## src/rtl/pad_h_border.sv

```systemverilog
// pad_h_border: widens every row of an N x N pel block by PAD_L left and PAD_R right border pels.
// Latency: zero added; the read and the write of an action happen in the same cycle.
// Backpressure: full stalls all border and copy actions; size reads and starved-flux skipping continue.
// Option: define PAD_H_BORDER_ZERO_FILL_EN to fill borders with 0 instead of replicating the edge pel.
module pad_h_border #(
  parameter int FLUX       = 2,
  parameter int DATA_WIDTH = 18,
  parameter int SIZE_WIDTH = 7,
  parameter int PAD_L      = 3,
  parameter int PAD_R      = 4,
  parameter int TAG_WIDTH  = (FLUX > 1) ? $clog2(FLUX) : 1
) (
  input  logic                                       clk,
  input  logic                                       rst,
  input  logic [FLUX-1:0][DATA_WIDTH+TAG_WIDTH-1:0]  read_port_in_pel_dout,
  input  logic [FLUX-1:0]                            read_port_in_pel_empty,
  output logic [FLUX-1:0]                            read_port_in_pel_read,
  input  logic [FLUX-1:0][SIZE_WIDTH+TAG_WIDTH-1:0]  read_port_ext_size_dout,
  input  logic [FLUX-1:0]                            read_port_ext_size_empty,
  output logic [FLUX-1:0]                            read_port_ext_size_read,
  output logic [DATA_WIDTH+TAG_WIDTH-1:0]            write_port_out_pel_din,
  output logic                                       write_port_out_pel_write,
  input  logic                                       write_port_out_pel_full
);

  typedef enum logic [1:0] {IDLE, LEFT, COPY, RIGHT} state_t;

  // Per-flux context; the edge pel only exists when borders replicate it.
  typedef struct packed {
    state_t                st;
    logic [SIZE_WIDTH-1:0] size;
    logic [SIZE_WIDTH-1:0] cnt_h;
    logic [SIZE_WIDTH-1:0] cnt_v;
`ifndef PAD_H_BORDER_ZERO_FILL_EN
    logic [DATA_WIDTH-1:0] edge_pel;
`endif
  } ctx_t;

  localparam logic [SIZE_WIDTH-1:0] L_LAST = SIZE_WIDTH'((PAD_L > 0) ? PAD_L - 1 : 0);
  localparam logic [SIZE_WIDTH-1:0] R_LAST = SIZE_WIDTH'((PAD_R > 0) ? PAD_R - 1 : 0);
  localparam state_t ROW_START = (PAD_L > 0) ? LEFT : COPY;

  ctx_t                  ctx [FLUX];
  ctx_t                  cur;
  ctx_t                  nxt;
  logic [FLUX-1:0]       elig;
  logic                  act;
  logic [TAG_WIDTH-1:0]  win;
  logic                  size_rd;
  logic                  pel_rd;
  logic                  wr;
  logic                  row_end;
  logic [DATA_WIDTH-1:0] pel;
  logic [DATA_WIDTH-1:0] wdat;
  logic                  unused_tags;

  // Incoming tag bits carry no meaning here; the flux is identified by the port lane.
  assign unused_tags = ^{read_port_in_pel_dout, read_port_ext_size_dout};

  // Eligibility of each flux from its state and the FIFO flags, then lowest-index-wins pick.
  always_comb begin
    elig = '0;
    for (int i = 0; i < FLUX; i++) begin
      case (ctx[i].st)
        IDLE:    elig[i] = !read_port_ext_size_empty[i];
`ifdef PAD_H_BORDER_ZERO_FILL_EN
        LEFT:    elig[i] = !write_port_out_pel_full;
`else
        LEFT:    elig[i] = !write_port_out_pel_full && !read_port_in_pel_empty[i];
`endif
        COPY:    elig[i] = !write_port_out_pel_full && !read_port_in_pel_empty[i];
        RIGHT:   elig[i] = !write_port_out_pel_full;
        default: elig[i] = 1'b0;
      endcase
    end
    act = 1'b0;
    win = '0;
    for (int i = FLUX - 1; i >= 0; i--) begin
      if (elig[i]) begin
        act = 1'b1;
        win = TAG_WIDTH'(i);
      end
    end
  end

  // Action of the winning flux: strobes, write data and its next context.
  always_comb begin
    cur     = ctx[win];
    nxt     = cur;
    size_rd = 1'b0;
    pel_rd  = 1'b0;
    wr      = 1'b0;
    wdat    = '0;
    row_end = 1'b0;
    pel     = read_port_in_pel_dout[win][DATA_WIDTH-1:0];
    case (cur.st)
      IDLE: begin
        size_rd   = 1'b1;
        nxt.size  = read_port_ext_size_dout[win][SIZE_WIDTH-1:0];
        nxt.cnt_h = '0;
        nxt.cnt_v = '0;
        if (nxt.size != '0) nxt.st = ROW_START;
      end
      LEFT: begin
        wr = 1'b1;
`ifndef PAD_H_BORDER_ZERO_FILL_EN
        wdat = pel;
`endif
        nxt.cnt_h = cur.cnt_h + 1'b1;
        if (cur.cnt_h == L_LAST) begin
          nxt.cnt_h = '0;
          nxt.st    = COPY;
        end
      end
      COPY: begin
        pel_rd = 1'b1;
        wr     = 1'b1;
        wdat   = pel;
`ifndef PAD_H_BORDER_ZERO_FILL_EN
        nxt.edge_pel = pel;
`endif
        nxt.cnt_h = cur.cnt_h + 1'b1;
        if (cur.cnt_h == cur.size - 1'b1) begin
          nxt.cnt_h = '0;
          if (PAD_R > 0) nxt.st = RIGHT;
          else row_end = 1'b1;
        end
      end
      RIGHT: begin
        wr = 1'b1;
`ifndef PAD_H_BORDER_ZERO_FILL_EN
        wdat = cur.edge_pel;
`endif
        nxt.cnt_h = cur.cnt_h + 1'b1;
        if (cur.cnt_h == R_LAST) begin
          nxt.cnt_h = '0;
          row_end   = 1'b1;
        end
      end
      default: nxt.st = IDLE;
    endcase
    if (row_end) begin
      if (cur.cnt_v == cur.size - 1'b1) begin
        nxt.cnt_v = '0;
        nxt.st    = IDLE;
      end else begin
        nxt.cnt_v = cur.cnt_v + 1'b1;
        nxt.st    = ROW_START;
      end
    end
  end

  // Strobes are gated by reset so nothing leaks out while the block is being cleared.
  always_comb begin
    read_port_in_pel_read    = '0;
    read_port_ext_size_read  = '0;
    write_port_out_pel_write = 1'b0;
    write_port_out_pel_din   = {win, wdat};
    if (act && !rst) begin
      read_port_in_pel_read[win]   = pel_rd;
      read_port_ext_size_read[win] = size_rd;
      write_port_out_pel_write     = wr;
    end
  end

  // Only the winning flux advances; all others hold their context.
  always_ff @(posedge clk or posedge rst) begin
    if (rst) begin
      for (int i = 0; i < FLUX; i++) ctx[i] <= '0;
    end else if (act) begin
      ctx[win] <= nxt;
    end
  end

endmodule
```

## config.mk

```make
export PLATFORM = sky130hd
export DESIGN_NAME = pad_h_border
export DESIGN_NICKNAME = d
export VERILOG_FILES = /design/src/rtl/pad_h_border.sv
export SDC_FILE = /design/constraint.sdc
export NUM_CORES = 1
export LEC_CHECK = 0
export ABC_AREA = 1
export CAP_MARGIN = 0
export CORE_MARGIN = 2
export CORE_UTILIZATION = 40
export CTS_CLUSTER_SIZE = 40
export DETAILED_ROUTE_END_ITERATION = 12
export HOLD_SLACK_MARGIN = 0.15
export SYNTH_ARGS = -nofsm -noshare
export SYNTH_HDL_FRONTEND = slang
export SYNTH_SLANG_ARGS = --single-unit
```

## constraint.sdc

```tcl
create_clock -name clk -period 5 [get_ports clk]
set_input_delay 1 -clock clk [delete_from_list [all_inputs] [get_ports clk]]
set_output_delay 1 -clock clk [all_outputs]
set_load 0.02 [all_outputs]
```

Yosys cells after proc, flatten, opt, wreduce, memory -nomap -nowiden
Index checks and enable logic that the tools add are counted.
{ "word_totals": {"latchBits": 0, "ramBits": 0, "memories": 0, "word_cells": 93, "input_bits": 61, "reg_bits": 82, "output_inout_bits": 24, "romBits": 0} }
{ "classes": {"div_mod_pow": 0, "n_mux": 41, "addsub": 3, "bitwise_logic": 3, "reduce_logical": 19, "n_eq_ne": 13, "mul": 0, "shifts": 0, "order_cmp": 4} }
{ "op_table": {"columns": ["operator", "count"], "rows": [
  ["41-bit 2-to-1 mux", 4],
  ["82-bit bitwise mux", 1],
  ["7-bit 2-to-1 mux", 9],
  ["18-bit 2-to-1 mux", 3],
  ["41-bit demux with 1-bit select", 1],
  ["18-bit case mux with 2 select lines", 1],
  ["7-bit case mux with 4 select lines", 1],
  ["7-bit by 1-bit adder with 7-bit output, second input constant", 2],
  ["7-bit by 2-bit equality test with 1-bit output, second input constant", 2],
  ["7-bit equality test", 2],
  ["2-bit equality test, second input constant", 6],
  ["2-bit 2-to-1 mux", 6],
  ["1-bit 2-to-1 mux", 11],
  ["7-bit nonzero test", 1],
  ["7-bit by 1-bit subtractor with 7-bit output, second input constant", 1],
  ["2-bit by 1-bit equality test with 1-bit output, second input constant", 3],
  ["1-bit logical NOT", 6],
  ["2-bit logical NOT", 3],
  ["1-bit case mux with 3 select lines", 2],
  ["2-bit case mux with 3 select lines", 1],
  ["2-bit OR reduction", 3],
  ["1-bit logical AND", 5],
  ["2-bit AND", 2],
  ["3-bit OR reduction", 1],
  ["6 further kinds", 6]
]} }

Logic depth before layout (Yosys ltp)
Gate-level depths: netlist (run 1).
{ "depth": {"ltp_word": 15, "mapped_depth": 23, "depth_no_buf": 22} }

Worst setup path after synthesis (run 1)
OpenSTA, ideal clock, no wires.
{ "synth_timing": {"path_type": "input to output", "startpoint": "input read_port_in_pel_empty[0]", "endpoint": "output read_port_ext_size_read[0]", "t_arrival_ps": 3541, "required_time_ps": 4000, "setup_slack_ps": 459, "cell_stages": 14, "path_cell_list": "inv_1 > nand2_1 > nand2_2 > a21oi_4 > nand2_4 > buf_6 > buf_6 > buf_2 > o21ai_1 > ha_1 > clkbuf_1 > clkinv_1 > clkbuf_1 > nor3_1"} }
{ "synth_between": {"elab_chain_cells": 12, "word_cells_on_any_way": 19, "cone_classes": "2 x order compare; 10 x mux; 2 x bitwise; 5 x reduce/logical"} }
{ "synth_lines": {"columns": ["item", "line", "text"], "rows": [
  ["start: declaration", "16", "input logic [FLUX-1:0] read_port_in_pel_empty,"],
  ["1-bit logical NOT (*)", "69, 71", null],
  ["1-bit logical AND (*)", "69, 71", null],
  ["1-bit case mux with 3 select lines (*)", "64", "case (ctx[i].st)"],
  ["1-bit 2-to-1 mux", "79", "if (elig[i]) begin"],
  ["1-bit inverter with 2-bit output (not written as such)", "88", "cur = ctx[win];"],
  ["41-bit 2-to-1 mux (not written as such) (3 in series)", "88", null],
  ["2-bit logical NOT", "96", "case (cur.st)"],
  ["1-bit 2-to-1 mux", "96", null],
  ["2-bit AND (no line)", null, null],
  ["2-bit 2-to-1 mux (*)", "159", "if (act && !rst) begin"],
  ["end: declaration", "20", "output logic [FLUX-1:0] read_port_ext_size_read,"]
]} }
Every way passes the cells marked *; elsewhere a longest branch is shown, timed or not. The select of a mux whose other input is x is not followed.

Worst setup path in the final report (run 1)
{ "layout_timing": {"startpoint": "input read_port_in_pel_empty[0]", "endpoint": "output write_port_out_pel_din[4]"} }
{ "layout_between": {"elab_chain_cells": 11, "word_cells_on_any_way": 15, "cone_classes": "3 x eq/ne; 8 x mux; 1 x bitwise; 3 x reduce/logical"} }
{ "layout_lines": {"columns": ["item", "line", "text"], "rows": [
  ["1-bit logical NOT (*)", "69, 71", null],
  ["1-bit logical AND (*)", "69, 71", null],
  ["1-bit case mux with 3 select lines (*)", "64", null],
  ["1-bit 2-to-1 mux (*)", "79", null],
  ["1-bit inverter with 2-bit output (not written as such)", "88", null],
  ["41-bit 2-to-1 mux (not written as such) (3 in series)", "88", null],
  ["2-bit equality test / 2-bit by 1-bit equality test with 1-bit output (equally long branches)", "96", null],
  ["2-bit OR reduction (no line)", null, null],
  ["18-bit case mux with 2 select lines (*)", "96", null],
  ["end: declaration", "21", "output logic [DATA_WIDTH+TAG_WIDTH-1:0] write_port_out_pel_din,"]
]} }
Marked as above.

==> results of run 1 <==
through the flow:
stage                     utilization, %  cell area [sq um]  hold WS (ns)  worst slack [ns]
final                              51.16               7047        0.4733            0.1575
after global routing               51.16               7047        0.4986          0.007745
after CTS                          50.84               7002        0.4756           0.04769
after detailed placement           48.61               6695        0.4576           0.05633
after global placement             48.61               6695        0.4553           0.08637
after floorplan                        -               5603        0.4415            0.4590
final timing paths:
path / slack (ns) / cells after the start / to / from
hold reg to reg: 0.47 / 2 / ctx[63] / ctx[63]
hold / removal: 0.47 / 2 / ctx[63] / ctx[63]
setup reg to reg: 1.29 / 23 / ctx[24] / ctx[39]
setup / recovery: 0.16 / 12 / write_port_out_pel_din[4] / read_port_in_pel_empty[0]
max in group asynchronous: 2.85 / 3 / ctx[26] / rst
min in group asynchronous: 1.46 / 3 / ctx[80] / rst
cells in the mapped netlist, drive strengths merged:
library cell and n:
ha 14, or2 21, and2 1, clkinv 3
xor2 9, o211ai 1, nand3 41, nand3b 8
dfrtp 82, clkbuf 27, nor3 9, buf 19
nor2 24, a31oi 1, nand2 358, inv 53
nand4 15, a21oi 23, mux2i 19, o21ai 89
xnor2 3, a22oi 1
power by group through the flow:
stage	registers [mW]	clock network, mW	logic (mW)
2_1_floorplan	0.982	0	2.14
3_3_place_gp	1.00	0	2.94
3_5_place_dp	1.01	0	3.00
4_1_cts	1.00	0.709	3.02
5_1_grt	1.03	0.731	3.42
6_report	1.00	0.691	3.04
area by class of cell:
| class | instances | area (sq um) |
|---|---|---|
| well taps | 180 | 225.2 |
| fillers | 1377 | 6726 |
| flip-flops and latches | 82 | 2052 |
| repair inverters | 2 | 15.01 |
| inverters | 56 | 219.0 |
| clock inverters | 7 | 81.33 |
| repair buffers | 122 | 1121 |
| clock buffers | 9 | 225.2 |
| multi-input cells | 637 | 3108 |
layer usage:
metal  track usage [%]  routed length (microns)  part of all wire (%)
met4             7.112                      223                   1.5
met3             2.649                      556                   3.8
met5                 0                        0                     0
met2             32.36                     6669                    46
met1             27.69                     7012                    48
cells in the final DEF, fill, tap and decap left out, types with 2 or more instances in the layout:
cell,Yosys,layout
clkbuf_16,0,9
buf_4,7,42
o21ai_2,4,4
clkdlybuf4s50_1,0,78
clkinv_2,0,2
o21ai_1,4,4
nand3b_1,8,8
dlymetal6s2s_1,0,2
o21ai_0,80,80
nand4_1,15,15
a21oi_1,22,22
or2_2,20,20
nand2_1,350,350
nand3_1,41,41
xnor2_1,3,3
nor2_1,23,23
ha_1,14,13
clkinvlp_4,0,4
nor3_1,8,8
clkinv_1,3,2
mux2i_1,19,19
nand2_2,7,7
inv_6,0,4
dfrtp_1,82,82
xor2_1,9,9
inv_1,52,50
what timing repair did:
item	in CTS	in global routing
setup buffers	0	2
resized for setup	0	7
endpoints found under the setup margin	0	18
logic make-up (layout without fill, tap and decap cells):
group	count (synthesis)	after routing	synth area share, %
AOI/OAI and AO/OA	115	115	11.14
xor gates and xnor gates	12	12	1.876
adders and majority gates	14	14	3.126
buffers and inverters	102	196	7.950
DFF	82	82	36.62
muxes	19	19	3.394
and+or+nand+nor	477	477	35.89
worst max-delay path, stage by stage:
cell and delay (ns):
clkdlybuf4s50_1 0.45, inv_1 0.03, nand2_1 0.06, nand2_2 0.06, a21oi_4 0.15, nand2_4 0.09
o21ai_0 0.26, ha_2 0.36, clkinvlp_4 0.24, or2_2 0.34, a21oi_1 0.14, clkdlybuf4s50_1 0.64
==> flow_summary.toml, run 1 <==
[sta]
setup_tns_ns = 0
rsz0062_at_grt = "no"
fmax_mhz = 206.5
worstMarginPinSlew_ns = 1.052
fin_skew_ns = 0.006416
hold_violations = 0
setup_viol = 0
finalCritPeriodShare_pct = 96.85
relSlewSlack_pct = 29.84
slew_violations = 0
fin_crit_ns = 4.843

[clock_tree]
clk_path_buf_depth = 2
cts.sinks = 82
clk_pin_slew_worst_paths_ns = 0.06
postCtsHoldBufs = 0
clk_latency_ns = 0.35
ctsRootBufferMaster = "clkbuf_16"
cts_tree = "yes"
cts_made_buffers = 9
h-tree-depth = 3

[run_status]
status = "completed"

[min_path]
min_path_type = "register to register"

[die]
dieArea_sq_um = 14970
num_rows = 43
num_io_pins = 85
die_h_microns = 122.4
start_util_pct = 40.68
dieWidth_microns = 122.4
core_region_area_sq_um = 13770

[synth]
synth.largest_area_cell = "dfrtp_1"
yosys_warnings = 0
netlist_instances = 821
synthTopCellsByArea = "dfrtp_1 (37%), nand2_1 (23%), o21ai_0 (7.1%), nand3_1 (3.7%), inv_1 (3.5%)"
synth_top_area_share_pct = 36.62
synth_area_sq_um = 5603
ys_seq_elements = 82
syn_avg_cell_area_sq_um = 6.824
ys_types = 35
syn_nets = 896
seq_area_frac_synth_pct = 36.62

[pwr]
peakVddDrop_mv = 0.3006
pwr-share-clk_pct = 14.6
leakagePower_nw = 3.675
seqPwrFrac_pct = 21.2
switching_share_pct = 49.54
p_sw_mw = 2.343
p_per_area_nw_per_um2 = 671.0
intPower_mw = 2.386
combPwrFrac_pct = 64.2
power_mw = 4.728

[routing]
first_pass_iters = 7
drt_drc_violations_left = 0
dr_total_vias = 5443
wirelength_microns = 14460
wire_per_inst_microns = 13.21
drt_iter0_drc = 350
postRouteAntennaNets = 0
vias_per_cell = 4.971

[critical_path]
crit_path_max_fanout = 8
cp.required_ns = 4.00
crit_type = "primary input to output port"
start_kind = "primary input"
critPathCaptureType = "output port"
cp_data_arrival_time_ns = 3.84

[global_routing]
first_global_vias = 5046
grt_start_max_net_pins = 83
grt_usage_pct = 20.08
grt_pass1_wl_microns = 24090
grt_overflow = 0
antenna_found_initial = 0

[final_layout]
drive_above_1_share_pct = 11.26
diodes = 0
nets = 985
fin_cells = 1095
area_growth_pct = 25.77
largest_register_ffs = 82
reg.largest.list = "ctx: 82 flops"
largest_register = "ctx"

[place]
place_congestion = 0.8768
placed_cells = 1075
dp_hpwl_microns = 10110
io_buffers = 80

[flow_run]
maxCapViolations = 0
(Power assumes the default switching activity.)
==> inputs of run 2 (changes only) <==
clock period = 5.55 ns   (was 5 ns; I/O delays follow)
==> flow_summary.toml, run 2 (synthesized netlist as in run 1, its figures left out) <==
[global_routing]
antenna_found_initial = 0
grt_usage_pct = 20.08
first_global_vias = 5042
grt_pass1_wl_microns = 23910
grt_overflow = 0
grt_start_max_net_pins = 83

[routing]
drt_iter0_drc = 303
wire_per_inst_microns = 13.23
dr_total_vias = 5350
vias_per_cell = 5.019
drt_drc_violations_left = 0
first_pass_iters = 5
postRouteAntennaNets = 0
wirelength_microns = 14110

[sta]
fin_crit_ns = 5.117
timing.hold.ws_ns = 0.4785
hold_violations = 0
relSlewSlack_pct = 30.73
finalCritPeriodShare_pct = 92.20
slew_violations = 0
fmax_mhz = 195.4
rsz0062_at_grt = "no"
fin_skew_ns = 0.007968
setup_tns_ns = 0
setup_viol = 0
worstMarginPinSlew_ns = 1.039

[critical_path]
cpPeakStageDelay_ns = 0.60
critPathCaptureType = "output port"
crit_slowest_cell = "clkdlybuf4s50_1"
cp_data_arrival_time_ns = 4.01
start_kind = "primary input"
path_common_cell = "nand2_1"
crit_family = "buffers and inverters"
cp.required_ns = 4.44
crit_buf_inv = 5
crit_type = "primary input to output port"
crit_path_max_fanout = 18
path_cells = "clkdlybuf4s50_1 > inv_1 > nand2_1 > nand2_2 > a21oi_4 > nand2_4 > nand2_1 > o21ai_0 > buf_4 > ha_1 > clkinv_1 > nand2_1 > a21oi_1 > clkdlybuf4s50_1"

[final_layout]
utilization_pct = 49.52
diodes = 0
drive_above_1_share_pct = 7.675
nets = 956
largest_register = "ctx"
multi_input_area_sq_um = 3105
fill_cells = 1388
final_area_sq_um = 6820
area_growth_pct = 21.73
mostFrequentLayoutCell = "nand2_1"
reg.largest.list = "ctx: 82 flops"
layout_common_cells = "nand2_1 (350), dfrtp_1 (82), o21ai_0 (80), clkdlybuf4s50_1 (80), inv_1 (51)"
largest_register_ffs = 82
seqCellArea_sq_um = 2052

[pwr]
power_mw = 4.140
leakagePower_nw = 3.508
peakVddDrop_mv = 0.2405
p_per_area_nw_per_um2 = 607.0

[place]
dp_hpwl_microns = 9829
place_congestion = 0.9053
io_buffers = 80
placed_area_sq_um = 6507

[die]
dieArea_sq_um = 14970
num_rows = 43
num_io_pins = 85
core_region_area_sq_um = 13770
start_util_pct = 40.68
dieWidth_microns = 122.4
die_h_microns = 122.4

[clock_tree]
ctsRootBufferMaster = "clkbuf_16"
cts_tree = "yes"
postCtsHoldBufs = 0
post_cts_resized = 0
cts_made_buffers = 9
clk_latency_ns = 0.35
cts_setup_buffers = 0
clk_path_buf_depth = 2
cts.sinks = 82
h-tree-depth = 3
clk_pin_slew_worst_paths_ns = 0.05

[flow_run]
maxCapViolations = 0

[run_status]
status = "completed"

[min_path]
min_path_type = "register to register"
## run 2: cell types whose count changed in the layout (fill, tap and decap cells not counted), moves of 2 or more
cell	delta
clkdlybuf4s50_1	+2
clkbuf_1	+3
clkinvlp_4	-3
buf_4	-27
dlymetal6s2s_1	-2
inv_6	-4
## run 2: power by group
part | internal [mW] | switching, mW
Combinational | 0.904 | 1.70
Sequential | 0.797 | 0.108
Clock | 0.395 | 0.235
Total | 2.10 | 2.04
## run 2: worst min-delay path: cells and delay by family (launching register included)
kind / cells / cell delay (ns)
flip-flops: 1 / 0.34
AND/OR/NAND/NOR: 2 / 0.11
## run 2: stage by stage
| stage | worst slack (ns) | std cells |
|---|---|---|
| 3_5_place_dp | 0.3859 | 1050 |
| 6_report | 0.4329 | 1066 |
| 3_3_place_gp | 0.4144 | 1050 |
| 4_1_cts | 0.3546 | 1066 |
| 2_1_floorplan | 0.7890 | 821 |
| 5_1_grt | 0.1369 | 1066 |
## run 2: final cells by class
class	instances	area share [%]
multi-input cells	637	45.53
inverters	56	3.100
repair buffers	95	13.39
flip-flops and latches	82	30.09
clock buffers	12	3.467
clock inverters	4	1.119
well taps	180	3.302
## run 2: worst paths after layout
kind,start,to,slack (ns),cells after the start
max,read_port_in_pel_empty[0],write_port_out_pel_din[7],0.43,14
min,ctx[31],ctx[31],0.48,2
max reg2reg,ctx[80],ctx[72],1.85,19
min reg2reg,ctx[31],ctx[31],0.48,2
max in group asynchronous,rst,ctx[25],3.29,3
min in group asynchronous,rst,ctx[0],1.61,3
## run 2: routing by layer
| metal | vias to the layer above | GRT usage [%] | share of wire (%) |
|---|---|---|---|
| li1 | 2731 | - | - |
| met1 | 2463 | 27.08 | 47 |
| met2 | 145 | 33.02 | 47 |
| met3 | 11 | 3.439 | 5.1 |
| met4 | 0 | 6.034 | 1.1 |
| met5 | - | 0 | 0 |
